## config.mk

```make
export PLATFORM = sky130hd
export DESIGN_NAME = spi_sub
export DESIGN_NICKNAME = d
export VERILOG_FILES = /design/src/rtl/spi_pkg.sv /design/src/rtl/spi_sync_edge.sv /design/src/rtl/spi_sub.sv
export SDC_FILE = /design/constraint.sdc
export NUM_CORES = 1
export LEC_CHECK = 0
export CELL_PAD_IN_SITES_DETAIL_PLACEMENT = 0
export CELL_PAD_IN_SITES_GLOBAL_PLACEMENT = 1
export CORE_MARGIN = 10
export CORE_UTILIZATION = 48
export CTS_CLUSTER_DIAMETER = 60
export DETAILED_ROUTE_END_ITERATION = 10
export PLACE_DENSITY = 0.81
export SLEW_MARGIN = 0
export SYNTH_ARGS = -nofsm -noshare
export SYNTH_HDL_FRONTEND = slang
export SYNTH_SLANG_ARGS = --single-unit
```

## constraint.sdc

```tcl
create_clock -name clk -period 4.3 [get_ports clk]
set_input_delay 1.29 -clock clk [delete_from_list [all_inputs] [get_ports clk]]
set_output_delay 1.29 -clock clk [all_outputs]
set_load 0.05 [all_outputs]
```

## src/rtl/spi_pkg.sv

```systemverilog
// Shared SPI definitions: subordinate FSM encoding and default frame geometry.
// Used by both the SPI main and subordinate so frame widths stay in lockstep.
package spi_pkg;

  localparam int SPI_ADDR_WIDTH  = 6;
  localparam int SPI_DATA_WIDTH  = 8;
  localparam int SPI_SYNC_STAGES = 2;

  typedef enum logic [2:0] {
    S_IDLE    = 3'd0,
    S_RW      = 3'd1,
    S_ADDR    = 3'd2,
    S_FETCH   = 3'd3,
    S_DATA_TX = 3'd4,
    S_DATA_RX = 3'd5,
    S_DONE    = 3'd6,
    S_ERROR   = 3'd7
  } spi_sub_state_t;

endpackage

```

## src/rtl/spi_sync_edge.sv

```systemverilog
// Multi-flop synchronizer with registered rise/fall pulses; pin to pulse is STAGES+1 clk.
// No backpressure. Edges are suppressed until the chain has refilled after reset.
module spi_sync_edge #(
  parameter int   STAGES    = 2,
  parameter logic RESET_VAL = 1'b1
) (
  input  logic clk,
  input  logic rst,
  input  logic d,
  output logic q,
  output logic rise,
  output logic fall
);

  logic [STAGES-1:0] sync_sr;
  logic [STAGES:0]   prime_sr;
  logic              q_d;

  assign q = sync_sr[STAGES-1];

  // A level already present at reset release must not look like an edge.
  always_ff @(posedge clk or posedge rst) begin
    if (rst) begin
      sync_sr  <= {STAGES{RESET_VAL}};
      prime_sr <= '0;
      q_d      <= RESET_VAL;
      rise     <= 1'b0;
      fall     <= 1'b0;
    end else begin
      sync_sr  <= {sync_sr[STAGES-2:0], d};
      prime_sr <= {prime_sr[STAGES-1:0], 1'b1};
      q_d      <= q;
      rise     <= prime_sr[STAGES] & q & ~q_d;
      fall     <= prime_sr[STAGES] & ~q & q_d;
    end
  end

endmodule

```

## src/rtl/spi_sub.sv

```systemverilog
// SPI subordinate: decodes RW/ADDR/DATA frames into one-cycle reg_we/reg_re strobes.
// reg_re/reg_we one clk after the last address/data edge event; no backpressure (SPI main owns timing).
module spi_sub
  import spi_pkg::*;
#(
  parameter int ADDR_WIDTH  = SPI_ADDR_WIDTH,
  parameter int DATA_WIDTH  = SPI_DATA_WIDTH,
  parameter int SYNC_STAGES = SPI_SYNC_STAGES
) (
  input  logic                  clk,
  input  logic                  rst,
  input  logic                  sclk,
  input  logic                  cs,
  input  logic                  mosi,
  output logic                  miso,
  output logic                  miso_oe,
  output logic [ADDR_WIDTH-1:0] reg_addr,
  output logic [DATA_WIDTH-1:0] reg_wdata,
  output logic                  reg_we,
  output logic                  reg_re,
  input  logic [DATA_WIDTH-1:0] reg_rdata,
  output logic                  busy,
  output logic                  frame_err
);

  localparam int MAX_W = (ADDR_WIDTH > DATA_WIDTH) ? ADDR_WIDTH : DATA_WIDTH;
  localparam int CNT_W = (MAX_W > 1) ? $clog2(MAX_W) : 1;
  localparam logic [CNT_W-1:0] ADDR_LAST = CNT_W'(ADDR_WIDTH - 1);
  localparam logic [CNT_W-1:0] DATA_LAST = CNT_W'(DATA_WIDTH - 1);

  logic sclk_unused, sclk_rise, sclk_fall;
  logic cs_sync, cs_rise, cs_fall;
  logic [SYNC_STAGES-1:0] mosi_sr;
  logic mosi_s;

  spi_sync_edge #(.STAGES(SYNC_STAGES), .RESET_VAL(1'b1)) u_sclk_sync (
    .clk  (clk),
    .rst  (rst),
    .d    (sclk),
    .q    (sclk_unused),
    .rise (sclk_rise),
    .fall (sclk_fall)
  );

  spi_sync_edge #(.STAGES(SYNC_STAGES), .RESET_VAL(1'b1)) u_cs_sync (
    .clk  (clk),
    .rst  (rst),
    .d    (cs),
    .q    (cs_sync),
    .rise (cs_rise),
    .fall (cs_fall)
  );

  always_ff @(posedge clk or posedge rst) begin
    if (rst) mosi_sr <= '0;
    else     mosi_sr <= {mosi_sr[SYNC_STAGES-2:0], mosi};
  end
  assign mosi_s = mosi_sr[SYNC_STAGES-1];

  spi_sub_state_t state, state_n;
  logic [CNT_W-1:0]      bit_cnt, cnt_n;
  logic                  rw, rw_n;
  logic [ADDR_WIDTH-2:0] addr_sr;
  logic [DATA_WIDTH-2:0] rx_sr;
  logic [DATA_WIDTH-1:0] tx_sr;
  logic [ADDR_WIDTH-1:0] addr_nxt;
  logic [DATA_WIDTH-1:0] rx_nxt;
  logic shift_addr, ld_addr, shift_rx, ld_wdata, shift_tx, ld_tx;
  logic re_n, we_n, err_n;

  assign addr_nxt = {addr_sr, mosi_s};
  assign rx_nxt   = {rx_sr, mosi_s};

  always_comb begin
    state_n    = state;
    cnt_n      = bit_cnt;
    rw_n       = rw;
    shift_addr = 1'b0;
    ld_addr    = 1'b0;
    shift_rx   = 1'b0;
    ld_wdata   = 1'b0;
    shift_tx   = 1'b0;
    ld_tx      = 1'b0;
    re_n       = 1'b0;
    we_n       = 1'b0;
    err_n      = 1'b0;
    // cs release mid-frame wins over any coincident sclk edge.
    if (cs_rise && state != S_IDLE && state != S_DONE && state != S_ERROR) begin
      state_n = S_IDLE;
      err_n   = 1'b1;
    end else begin
      case (state)
        S_IDLE: if (cs_fall) begin
          state_n = S_RW;
          cnt_n   = '0;
        end
        S_RW: if (sclk_rise) begin
          rw_n    = mosi_s;
          state_n = S_ADDR;
          cnt_n   = ADDR_LAST;
        end
        S_ADDR: if (sclk_rise) begin
          shift_addr = 1'b1;
          if (bit_cnt == '0) begin
            ld_addr = 1'b1;
            if (rw) begin
              state_n = S_DATA_RX;
              cnt_n   = DATA_LAST;
            end else begin
              state_n = S_FETCH;
              re_n    = 1'b1;
            end
          end else begin
            cnt_n = bit_cnt - 1'b1;
          end
        end
        // First cycle carries reg_re; reg_rdata is valid on the second.
        S_FETCH: if (!reg_re) begin
          ld_tx   = 1'b1;
          state_n = S_DATA_TX;
          cnt_n   = DATA_LAST;
        end
        // The falling edge before the first data sample must keep the MSB on miso.
        S_DATA_TX: begin
          if (sclk_fall && bit_cnt != DATA_LAST) shift_tx = 1'b1;
          if (sclk_rise) begin
            if (bit_cnt == '0) state_n = S_DONE;
            else               cnt_n   = bit_cnt - 1'b1;
          end
        end
        S_DATA_RX: if (sclk_rise) begin
          shift_rx = 1'b1;
          if (bit_cnt == '0) begin
            ld_wdata = 1'b1;
            we_n     = 1'b1;
            state_n  = S_DONE;
          end else begin
            cnt_n = bit_cnt - 1'b1;
          end
        end
        S_DONE:  if (cs_rise) state_n = S_IDLE;
        S_ERROR: state_n = S_IDLE;
        default: state_n = S_ERROR;
      endcase
    end
  end

  always_ff @(posedge clk or posedge rst) begin
    if (rst) begin
      state     <= S_IDLE;
      bit_cnt   <= '0;
      rw        <= 1'b0;
      addr_sr   <= '0;
      rx_sr     <= '0;
      tx_sr     <= '0;
      reg_addr  <= '0;
      reg_wdata <= '0;
      reg_re    <= 1'b0;
      reg_we    <= 1'b0;
      frame_err <= 1'b0;
    end else begin
      state     <= state_n;
      bit_cnt   <= cnt_n;
      rw        <= rw_n;
      reg_re    <= re_n;
      reg_we    <= we_n;
      frame_err <= err_n;
      if (shift_addr) addr_sr   <= addr_nxt[ADDR_WIDTH-2:0];
      if (ld_addr)    reg_addr  <= addr_nxt;
      if (shift_rx)   rx_sr     <= rx_nxt[DATA_WIDTH-2:0];
      if (ld_wdata)   reg_wdata <= rx_nxt;
      if (ld_tx)         tx_sr <= reg_rdata;
      else if (shift_tx) tx_sr <= {tx_sr[DATA_WIDTH-2:0], 1'b0};
    end
  end

  assign miso    = (state == S_DATA_TX) & tx_sr[DATA_WIDTH-1];
  assign miso_oe = ~cs_sync;
  assign busy    = (state != S_IDLE);

endmodule

```

* Yosys cells after proc, flatten, opt, wreduce, memory -nomap -nowiden
Index checks and enable logic that the tools add are counted.
** Storage, ports and cells
- Logic and storage cells :: 120
- Bits of input ports :: 13
- Output and inout port bits :: 20
- Register bits after elaboration :: 62
** Operators by class
- Reduce and logical (&&, ||, !) cells :: 13
- Add/sub/neg operators :: 1
- Bitwise gates (word level) :: 14
- Mux-type cells :: 45
- Equal/unequal tests :: 25
** Operators by type and width (count)
- 3-bit two-way mux :: 18
- 1-bit two-way mux :: 23
- 3-bit one-hot mux with 7 select lines :: 1
- 3-bit inequality test (second input constant) :: 6
- 8-bit two-way mux :: 2
- 3-bit one-hot mux with 5 select lines :: 1
- 3-bit equality test (second input constant) :: 4
- 3-bit by 2-bit inequality test with 1-bit output (second input constant) :: 4
- 1-bit bitwise AND :: 9
- 9-bit AND reduction :: 1
- 2-bit by 1-bit inequality test with 1-bit output (second input constant) :: 4
- 8-bit AND reduction :: 1
- 3-bit by 2-bit equality test with 1-bit output (second input constant) :: 2
- 3-bit zero test :: 2
- 3-bit by 1-bit inequality test with 1-bit output (second input constant) :: 2
- 1-bit inverter :: 5
- 5-bit nonzero test :: 1
- 1-bit logical AND :: 4
- 2-bit inequality test (second input constant) :: 2
- 3-bit by 1-bit equality test with 1-bit output (second input constant) :: 1
- 3-bit AND reduction :: 1
- 3-bit nonzero test :: 1
- 3-bit by 1-bit subtractor with 3-bit output (second input constant) :: 1
- 2-bit nonzero test :: 1
- 2-bit OR reduction :: 1

* Depth between registers and ports, before layout
Gate-level depths: netlist of the first run.
- Depth after elaboration :: 7
- Depth in mapped cells :: 7
- Depth with buffers taken out :: 7

* Modules after synthesis
From an unflattened synthesis of the first run, not the netlist that was laid out.
** Unflattened totals
- Cell total of the unflattened synthesis :: 195
- Area total of the unflattened synthesis :: 2691.3 µm²
** Modules (own cells, without submodules)
- spi_sub :: instances 1, area each 2233.4 µm², cells an instance 171
- spi_sync_edge :: instances 2, area each 229.0 µm², cells an instance 12

* Worst setup path before layout of the first run
Ideal clock, no wire load.
- Path type :: register to output
- From :: register state[1]
- To :: output port miso
- Arrival :: 1134 ps
- Path slack :: 1876 ps
- Cell stages (with the launch flop) :: 4
- Required time :: 3010 ps
- Cell sequence :: dfrtp_1 nand2b_2 nor2_1 and2_1
** On the way
- Longest elaborated chain between the ends :: 2
** RTL lines
- from (decl) :: line spi_sub.sv:60 : spi_sub_state_t state, state_n;
- from (signal assigned) :: line spi_sub.sv:162 : state <= state_n;
- 3-bit equality test :: line spi_sub.sv:177 : assign miso = (state == S_DATA_TX) & tx_sr[DATA_WIDTH-1];
- 1-bit bitwise AND :: line spi_sub.sv:177
- to (decl) :: line spi_sub.sv:15 : output logic miso,
No other way between the ends.

* Worst setup path after layout of the first run
- From :: register state[2]
- To :: output port miso
The elaborated chain is that of the path after synthesis.

==> summary.md, run 1 <==
| Metric | Value |
|---|---|
| Async set or reset register ratio after synthesis | 1.00 |
| Switch Pwr | ~610 uW |
| Residual DRC count | 0 |
| Slew @ Worst Pin | around 1.2 ns |
| FF/Latch Area | around 1500 sq um |
| DP HPWL | between 3 and 4 mm |
| Final period utilization | 0.825 |
| Fmax | between 200 and 300 MHz |
| GRT Overall Usage | 0.117 |
| Detail Route Antenna Nets | 0 |
| Initial DRC Count | 64 |
| Internal power | between 1000 and 1500 uW |
| # rows | 26 |
| Die ar. | slightly below 9000 sq um |
| Die X-Extent | between 90 and 100 um |
| Post-CTS Repair Setup Buffers | 0 |
| Max clock buf depth | 2 |
| Reg power frac | 0.414 |
| Nets | 255 |
| Cell Chain, Critical Path | nand2b_2, nor2_1, and2_1, clkdlybuf4s50_1 |
| Clk sinks | 59 |
| Mapped Cells | approximately 210 |
| Crit-path max cell delay | 0.80 ns |
| Prevailing post-synth register cell | dfrtp_1 |
| Minimum clock period after layout | roughly 3.5 ns |
| Fin. Hold Viols | 0 |
| Final setup margin | approximately 0.75 ns |
| Post-Syn Nets | around 220 |
| Final GP Congestion | 0.800 |
| Diode count | 0 |
| Most frequent cells after synthesis | dfrtp_1 (53), nand2_1 (18), mux2_1 (15) |
| Outcome | finished, final reports clean |
| M1 WL | about 2.1 mm |
| Sequential fraction of the synthesis area | 0.571 |
| Net Sw Frac | 0.331 |
| Antenna violations before repair | 0 |
| CP endpoint kind | output port |
| Clock Skews | about 0.010 ns |
| Initial Util | 0.502 |
| Final setup viols | 0 |
| Crit path max-delay family | buffers and inverters |
| Max transition margin | 0.225 |
| Synth top area share | 0.511 |
| Post-Syn Area | approximately 2600 sq um |
| Hold Crit Class | flip-flop to flip-flop |
| Post_cts resized | 0 |
| Grt ovf | 0 |
| Worst EP arrival | approximately 2.3 ns |
| Top sig layer | met4 |
| Worst-path clk slew | around 0.070 ns |
| Maximum fanout along the worst path | 17 |
| Area of the multi-input gates | just over 1000 sq um |
| Port bufs | 32 |
| Layout cell share with drive strength beyond 1 | 0.197 |
| Combinational power share | 0.295 |
| DR vias/cell | between 5 and 6 |
| Inst Count DP | 298 |
| Maximum number of pins on one net before global-route repair | 41 |
| Synth warn | 0 |
| CP Buf/Inv Count | 1 |
| Leading post-synthesis cells by cell area | dfrtp_1 (51%), mux2_1 (6.5%), dfstp_2 (6.1%) |
| Number of synthesized register bits | 59 |
| Synthesized area per cell | approximately 13 sq um |
| Peak VDD IR | just under 0.0003 V |
| Startpoint types | flip-flop |
| Leakage power | approximately 0.0015 uW |
| CTS tree | yes |
| Drt total wl | around 4.5 mm |
| Yosys top cell by area | dfrtp_1 |
| Met2 wire length | roughly 2.0 mm |
| Pins over their slew limit | 0 |
| Met3 wire len | approximately 300 um |
| Setup CP Type | flip-flop to output port |
| # H-tree levels | 3 |
| Routed WL per cell | ~14 um |
| Post-synth EDFFs | 0 |
| Setup_tns | 0 ns |
| CP required | 3.01 ns |
| Power Density | 577 nW/um^2 |
| Core area | 5170 sq um |
| Synth-to-layout area growth | 22.4% |
| Final Non-Filler Cells | between 300 and 400 |
| Setup WS pre-CTS | about 1.1 ns |
| Drt pass-1 iters | 4 |
| Die Ht | between 90 and 100 um |
| Netlist cell types | 51 |
| Clock Power Share | 0.290 |
| Max Cap Viol | 0 |
| Tot Pwr | between 1500 and 2000 uW |
| Post-CTS Hold Buffers | 0 |
| Vias | approximately 1600 |
| Unrepaired setup endpoints after global routing | false |
| Slowest cell on the critical path | clkdlybuf4s50_1 |
| CTS Buf Count | 9 |
| Root Driver | clkbuf_8 |
| Cell with the most instances after synthesis | dfrtp_1 |
| Vias in the first global route | 1666 |
| I/O pin count | 33 |
| # fillers | about 430 |
| First-pass GRT wire length | about 8.1 mm |
| Worst skew pair latency | around 0.33 ns |
## state kept, by name, summed over array words and instances, names as in the netlist, 2 cells and up
register and flops:
reg_wdata 8, state 3, rx_sr 7, mosi_sr 2, tx_sr 8, addr_sr 5, u_cs_sync.prime_sr 3, bit_cnt 3
u_sclk_sync.sync_sr 2, u_cs_sync.sync_sr 2, reg_addr 6
## cells by family after synthesis
logic type | after synthesis | share of synthesized area
DFF | 59 | 0.571
and+or+nand+nor | 55 | 0.127
muxes | 36 | 0.164
AOI/OAI and AO/OA | 32 | 0.0882
buffers and inverters | 19 | 0.0337
adders and majority gates | 3 | 0.0145
other | 1 | 0.00144
## layer usage
layer	track usage	up-vias
met5	0	-
met4	0.0684	0
met3	0.0512	10
met2	0.160	41
met1	0.150	777
li1	-	786
## cells in the final DEF (no fill, tap or decap), types with 3 or more instances in the layout
cell and n:
inv_2 3, clkbuf_8 13, mux2_1 15, mux2i_1 8, o21ai_1 3, clkdlybuf4s50_1 32
dfstp_2 6, a21oi_1 5, nand2_1 18, mux2_2 5, inv_1 5, ha_1 3
mux2_4 8, nor2_1 10, o21ai_0 7, dfrtp_1 53, nand2b_1 3
## power by group through the flow
stage	Clock, uW	Combinational, uW	Sequential (uW)
final	533	542	760
after global routing	580	602	780
after CTS	549	547	760
after detailed placement	0	545	769
after global placement	0	537	768
after floorplan	0	426	750
## worst register-to-register path: stages (launching register included)
cell and delay (ns):
dfrtp_1 0.55, or2b_4 0.35, nor4b_2 0.94, o21ai_0 0.22
## stage by stage
stage,area (sq um),hold slack [ns],utilization
detailed placement,2960,0.336,0.573
global placement,2960,0.333,0.573
CTS,3180,0.350,0.615
floorplan,2600,0.331,-
finish,3180,0.349,0.615
global route,3180,0.354,0.615
## final timing paths
| path | to | startpoint | depth (start not counted) | slack (ns) |
|---|---|---|---|---|
| setup / recovery | miso | state[2] | 4 | 0.75 |
| hold / removal | mosi_sr[1] | mosi_sr[0] | 0 | 0.35 |
| setup reg to reg | tx_sr[4] | state[2] | 3 | 2.07 |
| hold reg to reg | mosi_sr[1] | mosi_sr[0] | 0 | 0.35 |
| max in group asynchronous | u_cs_sync.q_d | rst | 3 | 2.19 |
| min in group asynchronous | u_cs_sync.prime_sr[0] | rst | 2 | 1.27 |
## layout make-up
type | instances | area share
clock inverters | 1 | 0.00945
flip-flops and latches | 59 | 0.467
repair buffers | 34 | 0.105
multi-input cells | 127 | 0.323
clock buffers | 15 | 0.0586
well taps | 70 | 0.0275
inverters | 8 | 0.00945
Note: power is estimated with default switching activity, not from simulation.
==> inputs of run 2 (changes only) <==
--- a/config.mk
+++ b/config.mk
@@ -8,10 +8,10 @@
 export CELL_PAD_IN_SITES_DETAIL_PLACEMENT = 0
 export CELL_PAD_IN_SITES_GLOBAL_PLACEMENT = 1
 export CORE_MARGIN = 10
-export CORE_UTILIZATION = 48
+export CORE_UTILIZATION = 44
 export CTS_CLUSTER_DIAMETER = 60
 export DETAILED_ROUTE_END_ITERATION = 10
-export PLACE_DENSITY = 0.81
+export PLACE_DENSITY = 0.75
 export SLEW_MARGIN = 0
 export SYNTH_ARGS = -nofsm -noshare
 export SYNTH_HDL_FRONTEND = slang
==> constraint.sdc (replaced) <==
create_clock -name clk -period 3.6 [get_ports clk]
set_input_delay 1.08 -clock clk [delete_from_list [all_inputs] [get_ports clk]]
set_output_delay 1.08 -clock clk [all_outputs]
set_load 0.05 [all_outputs]
==> run 2 against run 1 <==
  * Hold slack improved by 0.0059 ns
  * Clock-buffer cell count fell by 1
  * Highest routed layer unchanged
  * Utilization fell by 4.4 points
  * Critical path type unchanged
  * Critical path depth fell by 1
  * Global-route usage fell by 1.0 points
  * Combinational power rose by 31%
  * Cell area rose by 0.59%
  * Register-to-register slack got worse by 0.55 ns
  * Largest cell class unchanged
  * Sequential share of layout area fell by 0.27 points
  * Power rose by 20%
  * Via count rose by 2.2%
==> summary.md, run 2 (synthesis gave the netlist of run 1 again) <==
| Metric | Value |
|---|---|
| Peak VDD IR | 0.000399 V (+37%) |
| Largest registers | reg_wdata (8), tx_sr (8), rx_sr (7) |
| Power Density | 690 nW/um^2 (+20%) |
| Max transition margin | 0.621 (+0.395) |
| CTS tree | yes |
| Nets | 259 (+1.6%) |
| CP Buf/Inv Count | 2 (+1) |
| Detail Route Antenna Nets | 0 (unchanged) |
| Cell Chain, Critical Path | buf_4, or3_1, clkdlybuf4s50_1 |
| Maximum number of pins on one net before global-route repair | 31 (-24%) |
| Die Ht | 96.8 um (+3.5%) |
| Post-CTS Repair Setup Buffers | 0 (unchanged) |
| Grt ovf | 0 (unchanged) |
| Unrepaired setup endpoints after global routing | false |
| Fmax | roughly 320 MHz |
| Crit-path max cell delay | 0.73 ns (-0.07 ns) |
| Port bufs | 32 (unchanged) |
| Vias | 1649 (+2.2%) |
| Post_cts resized | 0 (unchanged) |
| Core Util, Final | 0.570 (-0.0444) |
| Max clock buf depth | 2 (unchanged) |
| Final period utilization | 0.872 |
| Final Non-Filler Cells | 320 (+1.9%) |
| Pins over their slew limit | 0 (unchanged) |
| # H-tree levels | 3 (unchanged) |
| Residual DRC count | 0 (unchanged) |
| Worst EP arrival | 2.06 ns (-0.20 ns) |
| DP HPWL | 3.31 mm (+7.4%) |
| CP endpoint kind | output port |
| Setup CP Type | flip-flop to output port |
| Startpoint types | flip-flop |
| Setup_tns | 0 ns (unchanged) |
| Clk sinks | 59 (unchanged) |
| I/O pin count | 33 (unchanged) |
| Worst hold slack | 0.355 ns (+0.00591 ns) |
| GRT Overall Usage | 0.107 (-0.0103) |
| Hold Crit Class | flip-flop to flip-flop |
| Die X-Extent | 96.8 um (+3.5%) |
| Routed WL per cell | 14.7 um (+2.0%) |
| Commonest non-fill, non-tap cells in the layout | dfrtp_1 (53), clkdlybuf4s50_1 (32), nand2_1 (18), mux2_1 (15), nor2_1 (10) |
| Worst-path clk slew | 0.06 ns (about the same) |
| Placed Area | 3000 sq um (+1.1%) |
| Commonest non-fill, non-tap cell in the layout | dfrtp_1 |
| Leakage power | 0.00154 uW (+0.60%) |
| First-pass GRT wire length | 8.26 mm (+2.1%) |
| CP required | 2.52 ns (-0.49 ns) |
| Max Cap Viol | 0 (unchanged) |
| Clock Skews | 0.00877 ns (-0.00127 ns) |
| Vias in the first global route | 1744 (+4.7%) |
| DR vias/cell | 5.15 (+0.25%) |
| # rows | 27 (+3.8%) |
| Crit path max-delay family | buffers and inverters |
| Fin. Hold Viols | 0 (unchanged) |
| Slowest cell on the critical path | clkdlybuf4s50_1 |
| Initial DRC Count | 42 (-34%) |
| Die ar. | 9380 sq um (+7.1%) |
| Root Driver | clkbuf_8 |
| Post-CTS Hold Buffers | 0 (unchanged) |
| Initial Util | 0.463 (-0.0390) |
| Diode count | 0 (unchanged) |
| Worst skew pair latency | 0.33 ns (about the same) |
| Finished layout cell area | 3200 sq um (+0.59%) |
| Drt pass-1 iters | 4 (unchanged) |
| Inst Count DP | 304 (+2.0%) |
| Drt total wl | 4.70 mm (+3.9%) |
| Outcome | finished, final reports clean |
| Antenna violations before repair | 0 (unchanged) |
| Maximum fanout along the worst path | 22 (+5) |
| Minimum clock period after layout | approximately 3.1 ns |
| Final setup viols | 0 (unchanged) |
| Synth-to-layout area growth | 23.1% |
| CTS Buf Count | 9 (unchanged) |
| Layout cell share with drive strength beyond 1 | 0.198 (+0.000859) |
| Core area | 5610 sq um (+8.4%) |
| Slew @ Worst Pin | 0.561 ns (-0.598 ns) |
| Final GP Congestion | 0.769 (-3.9%) |
[run 2: cell count changes in the layout (fill, tap and decap cells not counted)]
cell       delta
buf_4         +4
bufinv_16     +1
clkbuf_1      +3
clkbuf_8      -4
[run 2: metrics by stage]
step           worst slack (ns)  total power [uW]
4_1_cts                   0.437              2240
3_3_place_gp              0.815              1580
6_report                  0.460              2210
5_1_grt                   0.382              2360
2_1_floorplan              1.07              1410
3_5_place_dp              0.805              1590
[run 2: final timing paths]
path                                      start                      to  slack (ns)  cells past startpoint
max reg2reg                          bit_cnt[0]              bit_cnt[1]        1.52                      7
max                                    state[1]                    busy        0.46                      3
min                        u_cs_sync.sync_sr[0]    u_cs_sync.sync_sr[1]        0.36                      0
min in group asynchronous                   rst                tx_sr[2]        0.97                      2
min reg2reg                u_cs_sync.sync_sr[0]    u_cs_sync.sync_sr[1]        0.36                      0
max in group asynchronous                   rst  u_sclk_sync.sync_sr[1]        1.97                      3
[run 2: cell type report]
class,count,area (sq um)
Clock buffer,14,143
Clock inverter,2,60.1
Fill cell,520,2410
Inverter,8,30.0
Multi-Input combinational cell,127,1030
Sequential cell,59,1480
Tap cell,72,90.1
Timing Repair Buffer,38,365
[run 2: routing by layer]
metal	wire length, um	global-route usage	vias to the layer above
met4	93	0.0474	0
met2	2080	0.158	38
met3	297	0.0539	9
met1	2230	0.127	809
met5	0	0	-
li1	-	-	793
[run 2: where the power goes]
part / internal, uW / total [uW] / switching (uW)
clock: 391 / 630 / 239
sequential: 784 / 870 / 85.7
combinational: 303 / 708 / 405
